$ cat config.mk
export PLATFORM = sky130hd
export DESIGN_NAME = sync_fifo_wr_arbiter
export DESIGN_NICKNAME = d
export VERILOG_FILES = /design/src/rtl/sync_fifo_wr_arbiter.sv
export SDC_FILE = /design/constraint.sdc
export NUM_CORES = 1
export LEC_CHECK = 0
export BUFFER_PORTS_ARGS = -buffer_cell sky130_fd_sc_hd__buf_2
export CAP_MARGIN = 20
export CORE_ASPECT_RATIO = 1.2
export CORE_MARGIN = 2
export CORE_UTILIZATION = 47
export DETAILED_ROUTE_END_ITERATION = 8
export HOLD_SLACK_MARGIN = 0.02
export PLACE_DENSITY = 0.89
export SLEW_MARGIN = 10
export SYNTH_ARGS = -nofsm -noshare
export SYNTH_HDL_FRONTEND = slang
export SYNTH_SLANG_ARGS = --single-unit
$ cat constraint.sdc
create_clock -name clk -period 3.75 [get_ports clk]
set_clock_uncertainty 0.1 [all_clocks]
set_input_delay 0.5625 -clock clk [delete_from_list [all_inputs] [get_ports clk]]
set_output_delay 0.5625 -clock clk [all_outputs]
set_load 0.03 [all_outputs]
$ cat src/rtl/sync_fifo_wr_arbiter.sv
// sync_fifo_wr_arbiter: shares one sync FIFO write port among NUM_REQ producers.
// Grants are per packet. A grant ends on a beat with req_last or after BURST_MAX
// beats. The write path is registered, and the arbiter counts the write still in
// flight against fifo_cnt so that it never overflows the FIFO.
// Optional macro FIFO_ARB_FIXED_PRIO_EN switches the IDLE pick from round-robin
// to fixed priority, with requester 0 highest.
module sync_fifo_wr_arbiter #(
    parameter int unsigned NUM_REQ    = 4,
    parameter int unsigned DATA_WIDTH = 8,
    parameter int unsigned DATA_DEPTH = 8,
    parameter int unsigned BURST_MAX  = 4
) (
    input  logic                            clk,
    input  logic                            rst,
    input  logic [NUM_REQ-1:0]              req_valid,
    input  logic [NUM_REQ-1:0]              req_last,
    input  logic [NUM_REQ*DATA_WIDTH-1:0]   req_data,
    output logic [NUM_REQ-1:0]              req_ready,
    input  logic                            fifo_full,
    input  logic [$clog2(DATA_DEPTH):0]     fifo_cnt,
    output logic                            fifo_wr_en,
    output logic [DATA_WIDTH-1:0]           fifo_data_in,
    output logic [$clog2(NUM_REQ)-1:0]      grant_id,
    output logic                            busy
);

    localparam int unsigned CNT_W  = $clog2(DATA_DEPTH) + 1;
    localparam int unsigned SUM_W  = CNT_W + 1;
    localparam int unsigned ID_W   = $clog2(NUM_REQ);
    localparam int unsigned BEAT_W = $clog2(BURST_MAX + 1);

    typedef enum logic {StIdle, StBurst} state_e;

    state_e                 state;
    logic [BEAT_W-1:0]      beat_cnt;
`ifndef FIFO_ARB_FIXED_PRIO_EN
    logic [ID_W-1:0]        rr_ptr;
    logic [ID_W-1:0]        next_ptr;
`endif

    logic [DATA_WIDTH-1:0]  data_arr [NUM_REQ];
    logic [SUM_W-1:0]       occupancy;
    logic                   space_ok;
    logic                   sel_valid;
    logic                   sel_last;
    logic [DATA_WIDTH-1:0]  sel_data;
    logic                   accept;
    logic                   last_beat;
    logic [ID_W-1:0]        pick;

    for (genvar i = 0; i < NUM_REQ; i++) begin : g_unpack
        assign data_arr[i] = req_data[i*DATA_WIDTH +: DATA_WIDTH];
    end

    // Registered write still counts as occupied; reads are not credited.
    assign occupancy = SUM_W'(fifo_cnt) + SUM_W'(fifo_wr_en);
    assign space_ok  = (occupancy < SUM_W'(DATA_DEPTH)) && !fifo_full;

    assign sel_valid = req_valid[grant_id];
    assign sel_last  = req_last[grant_id];
    assign sel_data  = data_arr[grant_id];
    assign accept    = (state == StBurst) && sel_valid && space_ok;
    assign last_beat = sel_last || (beat_cnt == BEAT_W'(BURST_MAX - 1));

`ifndef FIFO_ARB_FIXED_PRIO_EN
    assign next_ptr = (grant_id == ID_W'(NUM_REQ - 1)) ? '0 : grant_id + ID_W'(1);
`endif

    // Only the current owner sees ready, and only while the FIFO has room.
    always_comb begin
        req_ready = '0;
        if (state == StBurst) begin
            req_ready[grant_id] = space_ok;
        end
    end

    // IDLE pick: next owner among the valid requesters.
`ifdef FIFO_ARB_FIXED_PRIO_EN
    always_comb begin
        logic found;
        pick  = '0;
        found = 1'b0;
        for (int unsigned i = 0; i < NUM_REQ; i++) begin
            if (!found && req_valid[i]) begin
                pick  = ID_W'(i);
                found = 1'b1;
            end
        end
    end
`else
    always_comb begin
        logic        found;
        int unsigned idx;
        pick  = '0;
        found = 1'b0;
        idx   = 0;
        for (int unsigned k = 0; k < NUM_REQ; k++) begin
            idx = 32'(rr_ptr) + k;
            if (idx >= NUM_REQ) begin
                idx = idx - NUM_REQ;
            end
            if (!found && req_valid[idx]) begin
                pick  = ID_W'(idx);
                found = 1'b1;
            end
        end
    end
`endif

    // Grant FSM with registered FIFO write port; reset wins over any handshake.
    always_ff @(posedge clk) begin
        if (rst) begin
            state        <= StIdle;
            beat_cnt     <= '0;
            fifo_wr_en   <= 1'b0;
            fifo_data_in <= '0;
            grant_id     <= '0;
            busy         <= 1'b0;
`ifndef FIFO_ARB_FIXED_PRIO_EN
            rr_ptr       <= '0;
`endif
        end else begin
            case (state)
                StIdle: begin
                    fifo_wr_en <= 1'b0;
                    if (|req_valid) begin
                        grant_id <= pick;
                        busy     <= 1'b1;
                        state    <= StBurst;
                    end
                end
                StBurst: begin
                    fifo_wr_en <= accept;
                    if (accept) begin
                        fifo_data_in <= sel_data;
                        if (last_beat) begin
                            state    <= StIdle;
                            beat_cnt <= '0;
                            busy     <= 1'b0;
`ifndef FIFO_ARB_FIXED_PRIO_EN
                            rr_ptr   <= next_ptr;
`endif
                        end else begin
                            beat_cnt <= beat_cnt + BEAT_W'(1);
                        end
                    end
                end
                default: begin
                    state      <= StIdle;
                    fifo_wr_en <= 1'b0;
                    busy       <= 1'b0;
                end
            endcase
        end
    end

endmodule
==> reports/metrics.cfg, run 1 <==
[run_status]
status=finished clean

[hold_path]
min_from=beat_cnt[1]$_SDFFE_PP0P_
min_path_type=flip-flop to flip-flop
whs_path_depth=2
hold_end=beat_cnt[1]$_SDFFE_PP0P_

[critical_path]
endpoint_kind=output pin
r2r-start=grant_id[0]$_SDFFE_PP0P_
startpoint_type=flip-flop
crit_arrival_ns=1.71
crit_type=flip-flop to output pin
r2r_cells=5
required_ns=3.09
reg2reg_to=rr_ptr[0]$_SDFFE_PP0P_
critPathMaxFanout=15
r2r_slack_ns=1.58

[clocking]
cts_tree=built
postCtsSetupRepairBufs=0
cts_hold_buffers=0
cts_root_buffer=clkbuf_4
clk_latency_ns=0.29
htree_levels=1
ctsResizeCount=0
cts_buffer_depth=2
clock_sinks=18
path_clk_slew_ns=0.11
numCtsBuffers=3

[die]
core-area_mm2=0.00231
io_pins=63
die_x_um=49.1
initial_core_util_pct=49.8
die-area_mm2=0.00285
row_count=19
die-height_um=58.1

[logic_synthesis]
synth_flop_cell=dfxtp_1
yosysTopAreaCell=dfxtp_1
yosysTopAreaCellShare_pct=31.4
avgSynthCellArea_um2=10.8
synth_commonest_cells=dfxtp_1 (18), nor2_1 (13), mux2i_1 (10)
syn_area_mm2=0.00115
synth_edf_count=0
synthArstFlopShare_pct=0
synth_fp_nets=159
seq_area_frac_synth_pct=31.4
syn-instance-count=106
ys_types=37
yosysMostFrequentCell=dfxtp_1
synthTopCellsByArea=dfxtp_1 (31%), mux4_2 (18%), mux2i_1 (8.7%), ha_1 (6.5%), nor2_1 (4.3%)
ys_warn_count=0
synth-seq-cells=18

[drt]
vias_per_cell=5.54
via_count=1103
routed_wl_um=2900
initialDrtViolationCount=18
first_pass_iters=4
wire_per_inst_um=14.5
route.antenna.remaining_nets=0
drc=0

[final_layout]
drive_gt1_share_pct=50.6
multi_input_area_um2=736
antennaDiodeCount=0
syn_to_final_growth_pct=31.1
fillers=201
fin_area_mm2=0.00150
nets=222
final-seq-area_um2=360
stdcell_count=199

[timing]
tightest_slew_ns=0.650
min_period_ns=2.38
max_freq_mhz=421
drv_slew=0
hold_viol=0
fin_crit_sh_pct=63.4
finalSetupTns_ns=0
setup_slack_ns=1.37
whs_ns=0.377
finalSetupViolations=0
rsz0062_at_grt=false
max_slew_margin_pct=56.6

[placed_design]
place.gp.congestion=0.781
dp.cells=195
dpl.hpwl_um=2270
dpl_cell_area_mm2=0.00147
port_buffers=62
dp_slack_ns=1.58

[global_route]
globalRoute.totalOverflow=0
antenna_found_initial=0
grt_pass1_vias=1072
grt_max_degree=23
grt_pass1_wl_um=4730
grtUsageTotal_pct=21.4

[power]
ir_worst_vdd_mv=0.145
p_per_area_mw_per_mm2=280
p_leak_nw=0.687

[job]
drv_cap=0

cell usage in the layout (no fill, tap or decap), types with 2 or more instances in the layout:
| cell | netlist | layout |
|---|---|---|
| nand2b_1 | 3 | 3 |
| buf_2 | 1 | 62 |
| mux4_2 | 9 | 9 |
| and3_1 | 4 | 4 |
| nor2_1 | 13 | 13 |
| inv_1 | 3 | 3 |
| a21oi_1 | 7 | 7 |
| nor3_1 | 2 | 2 |
| ha_1 | 6 | 6 |
| mux2i_1 | 10 | 10 |
| dfxtp_1 | 18 | 18 |
| clkbuf_4 | 0 | 3 |
| nand2_1 | 4 | 4 |
final cells by class:
type	count	area share, %
multi-input cells	79	48.9
flip-flops and latches	18	24.0
repair buffers	63	21.1
well taps	31	2.58
clock buffers	4	2.41
inverters	4	0.998
sequential cells by signal, indices dropped and copies added (netlist names):
| signal | flops |
|---|---|
| beat_cnt | 3 |
| grant_id | 2 |
| fifo_data_in | 8 |
| fifo_wr_en | 1 |
| rr_ptr | 2 |
| busy | 1 |
| state | 1 |
cells by family (layout without fill, tap and decap cells):
kind of cell | count (synthesis) | count (layout) | synth area share, %
buf+inv | 9 | 71 | 4.47
flops | 18 | 18 | 31.4
compound gates | 12 | 12 | 6.65
mux | 21 | 21 | 30.0
simple gates | 40 | 40 | 20.9
fa+ha+maj | 6 | 6 | 6.54
layer usage:
layer | track usage, % | vias to the layer above | part of all wire [%] | routed length [um]
met3 | 4.90 | 4 | 8.7 | 252
met1 | 24.8 | 526 | 40 | 1160
met2 | 39.2 | 57 | 50 | 1450
met5 | 0 | - | 0 | 0
li1 | - | 516 | - | -
met4 | 6.12 | 0 | 1.1 | 33
where the power goes:
group / leakage, nW / switching [mW] / total, mW / internal [mW]
Combinational: 0.520 / 0.0460 / 0.0958 / 0.0498
Clock: 0.0210 / 0.0611 / 0.120 / 0.0591
Sequential: 0.146 / 0.00734 / 0.204 / 0.197
worst max-delay path: stages, from the launching register on:
cell	delay (ns)
dfxtp_1	0.75
inv_1	0.14
ha_1	0.21
and3_1	0.15
buf_2	0.18
how the worst max path moves through the flow:
stage / startpoint / endpoint / cells past startpoint / slack [ns]
floorplan: grant_id[0]$_SDFFE_PP0P_ / req_ready[0] / 4 / 1.64
global placement: grant_id[0]$_SDFFE_PP0P_ / rr_ptr[0]$_SDFFE_PP0P_ / 5 / 1.62
detailed placement: grant_id[0]$_SDFFE_PP0P_ / rr_ptr[0]$_SDFFE_PP0P_ / 5 / 1.58
CTS: grant_id[0]$_SDFFE_PP0P_ / req_ready[2] / 5 / 1.34
global route: grant_id[0]$_SDFFE_PP0P_ / req_ready[2] / 5 / 1.24
finish: grant_id[1]$_SDFFE_PP0P_ / req_ready[1] / 4 / 1.37
through the flow:
| stage | utilization, % | power (mW) |
|---|---|---|
| 3_3_place_gp | 63.6 | 0.301 |
| 3_5_place_dp | 63.6 | 0.305 |
| 6_report | 65.2 | 0.420 |
| 4_1_cts | 65.2 | 0.424 |
| 2_1_floorplan | - | 0.267 |
| 5_1_grt | 65.2 | 0.441 |
Power figures use the tool's default switching activity.
==> run 2, diff against run 1 <==
- CORE_UTILIZATION: 47 -> 40
- PLACE_DENSITY: 0.89 -> 0.81
- clock period: 3.75 -> 2.1 ns (I/O delays scaled with it)
==> run 2 against run 1 <==
Compared with the run above: critical path depth fell by 1; first-iteration DRC count rose by 28%; non-clock buffer count rose by 2; count of clock-buffer cells in the layout did not move; utilization fell by 10 points; hold slack got worse by 0.063 ns; critical path type unchanged; largest power group unchanged.
==> reports/metrics.cfg, run 2 (synthesis results as in run 1) <==
[run_status]
status=finished clean  ; unchanged

[drt]
wire_per_inst_um=14.6  ; was 14.5 um
via_count=1096  ; was 1103
drc=0  ; unchanged
route.antenna.remaining_nets=0  ; unchanged
vias_per_cell=5.37  ; was 5.54
initialDrtViolationCount=23  ; was 18
routed_wl_um=2970  ; was 2900 um
first_pass_iters=4  ; unchanged

[clocking]
cts_tree=built  ; unchanged
postCtsSetupRepairBufs=0  ; unchanged
htree_levels=1  ; unchanged
cts_root_buffer=clkbuf_4  ; unchanged
ctsResizeCount=0  ; unchanged
cts_hold_buffers=0  ; unchanged
path_clk_slew_ns=0.10  ; was 0.11 ns
clock_sinks=18  ; unchanged
cts_buffer_depth=2  ; unchanged
numCtsBuffers=3  ; unchanged
clk_latency_ns=0.29  ; about the same

[die]
die_x_um=52.9  ; was 49.1 um
core-area_mm2=0.00276  ; was 0.00231 mm^2
die-height_um=62.7  ; was 58.1 um
io_pins=63  ; unchanged
row_count=21  ; was 19
initial_core_util_pct=41.6  ; was 49.8%
die-area_mm2=0.00331  ; was 0.00285 mm^2

[final_layout]
drive_gt1_share_pct=51.2  ; was 50.6%
syn_to_final_growth_pct=32.7  ; was 31.1%
final-seq-area_um2=360  ; unchanged
top_register=fifo_data_in  ; unchanged
antennaDiodeCount=0  ; unchanged
fillers=256  ; was 201
top_regs=fifo_data_in x8, beat_cnt x3  ; unchanged
stdcell_count=204  ; was 199
largest_register_ffs=8  ; unchanged
multi_input_area_um2=736  ; unchanged
final_cell_mix=buf_2 (62), dfxtp_1 (18), nor2_1 (13)  ; unchanged
nets=224  ; was 222
layout_commonest_cell=buf_2  ; unchanged

[critical_path]
r2r_slack_ns=0.23  ; was 1.58 ns
crit_arrival_ns=1.51  ; was 1.71 ns
critPathMaxFanout=6  ; was 15
startpoint_type=flip-flop  ; unchanged
reg2reg_to=beat_cnt[2]$_SDFFE_PP0P_  ; was rr_ptr[0]$_SDFFE_PP0P_
required_ns=1.68  ; was 3.09 ns
r2r-start=grant_id[0]$_SDFFE_PP0P_  ; unchanged
crit_type=flip-flop to output pin  ; unchanged
endpoint_kind=output pin  ; unchanged
r2r_cells=4  ; was 5

[global_route]
grt_max_degree=23  ; unchanged
globalRoute.totalOverflow=0  ; unchanged
grtUsageTotal_pct=19.2  ; was 21.4%
grt_pass1_wl_um=4730  ; unchanged
antenna_found_initial=0  ; unchanged
grt_pass1_vias=1085  ; was 1072

[placed_design]
dp_slack_ns=0.252  ; was 1.58 ns
place.gp.congestion=0.823  ; was 0.781
dp.cells=200  ; was 195
port_buffers=62  ; unchanged
dpl.hpwl_um=2470  ; was 2270 um

[timing]
finalSetupTns_ns=0  ; unchanged
min_period_ns=1.92
max_freq_mhz=520
setup_slack_ns=0.178  ; was 1.37 ns
rsz0062_at_grt=false  ; unchanged
hold_viol=0  ; unchanged
finalSetupViolations=0  ; unchanged
drv_slew=0  ; unchanged
fin_crit_sh_pct=91.5
max_slew_margin_pct=69.4  ; was 56.6%
tightest_slew_ns=0.454  ; was 0.650 ns

[power]
power.share.clock_pct=28.2  ; was 28.6%
swShare_pct=27.0  ; was 27.2%
p_per_area_mw_per_mm2=494  ; was 280 mW/mm^2
p_seq_share_pct=48.1  ; was 48.6%
comb_power_share_pct=23.7  ; was 22.8%
ir_worst_vdd_mv=0.322  ; was 0.145 mV
power_switching_mw=0.203  ; was 0.114 mW
p_leak_nw=0.698  ; was 0.687 nW
internal-power_mw=0.549  ; was 0.306 mW

[hold_path]
min_path_type=input pin to flip-flop  ; was flip-flop to flip-flop
whs_path_depth=4  ; was 2
hold_end=fifo_wr_en$_SDFF_PP0_  ; was beat_cnt[1]$_SDFFE_PP0P_
min_from=fifo_cnt[3]  ; was beat_cnt[1]$_SDFFE_PP0P_

[job]
drv_cap=0  ; unchanged

## run 2: cell types whose count changed in the layout (fill, tap and decap cells not counted), sizes merged
cell  delta
buf      +2
## run 2: how the worst max path moves through the flow
stage / slack [ns] / cells after the start / end / startpoint
after floorplan: 0.15 / 4 / rr_ptr[0]$_SDFFE_PP0P_ / grant_id[0]$_SDFFE_PP0P_
after global placement: 0.34 / 5 / beat_cnt[2]$_SDFFE_PP0P_ / req_valid[3]
after detailed placement: 0.25 / 4 / beat_cnt[2]$_SDFFE_PP0P_ / grant_id[0]$_SDFFE_PP0P_
after CTS: 0.17 / 3 / req_ready[1] / state$_SDFF_PP0_
after global routing: 0.09 / 3 / req_ready[1] / state$_SDFF_PP0_
final: 0.18 / 3 / req_ready[1] / state$_SDFF_PP0_
## run 2: routing by layer
layer,up-vias,share of wire (%),wire (um),track usage [%]
li1,522,-,-,-
met5,-,0,0,0
met3,6,4.1,121,3.83
met4,0,2.1,62,7.05
met1,532,36,1080,21.0
met2,36,57,1710,35.0
## run 2: metrics by stage
stage          power (mW)  instance area [um^2]  hold slack (ns)  util [%]
2_1_floorplan       0.476                  1150            0.336         -
5_1_grt             0.788                  1520            0.317      55.2
3_3_place_gp        0.540                  1490            0.345      53.9
4_1_cts             0.761                  1520            0.298      55.2
6_report            0.752                  1520            0.314      55.2
3_5_place_dp        0.548                  1490            0.355      53.9
## run 2: layout make-up
class,instances,area share [%]
Multi-Input combinational cell,79,48.3
Sequential cell,18,23.7
Timing Repair Buffer,65,21.9
Tap cell,34,2.79
Clock buffer,4,2.38
Inverter,4,0.986
## run 2: worst max-delay path, cell delays in order (launching register included)
cell     delay [ns]
dfxtp_1        0.39
nor3b_2        0.40
and3_1         0.23
buf_2          0.20
## run 2: power by group through the flow
stage                     Sequential [mW]  Clock [mW]  Combinational [mW]
after global routing                0.363       0.233               0.192
after detailed placement            0.369           0               0.179
after CTS                           0.362       0.220               0.180
after global placement              0.368           0               0.172
after floorplan                     0.384           0              0.0925
final                               0.361       0.212               0.178
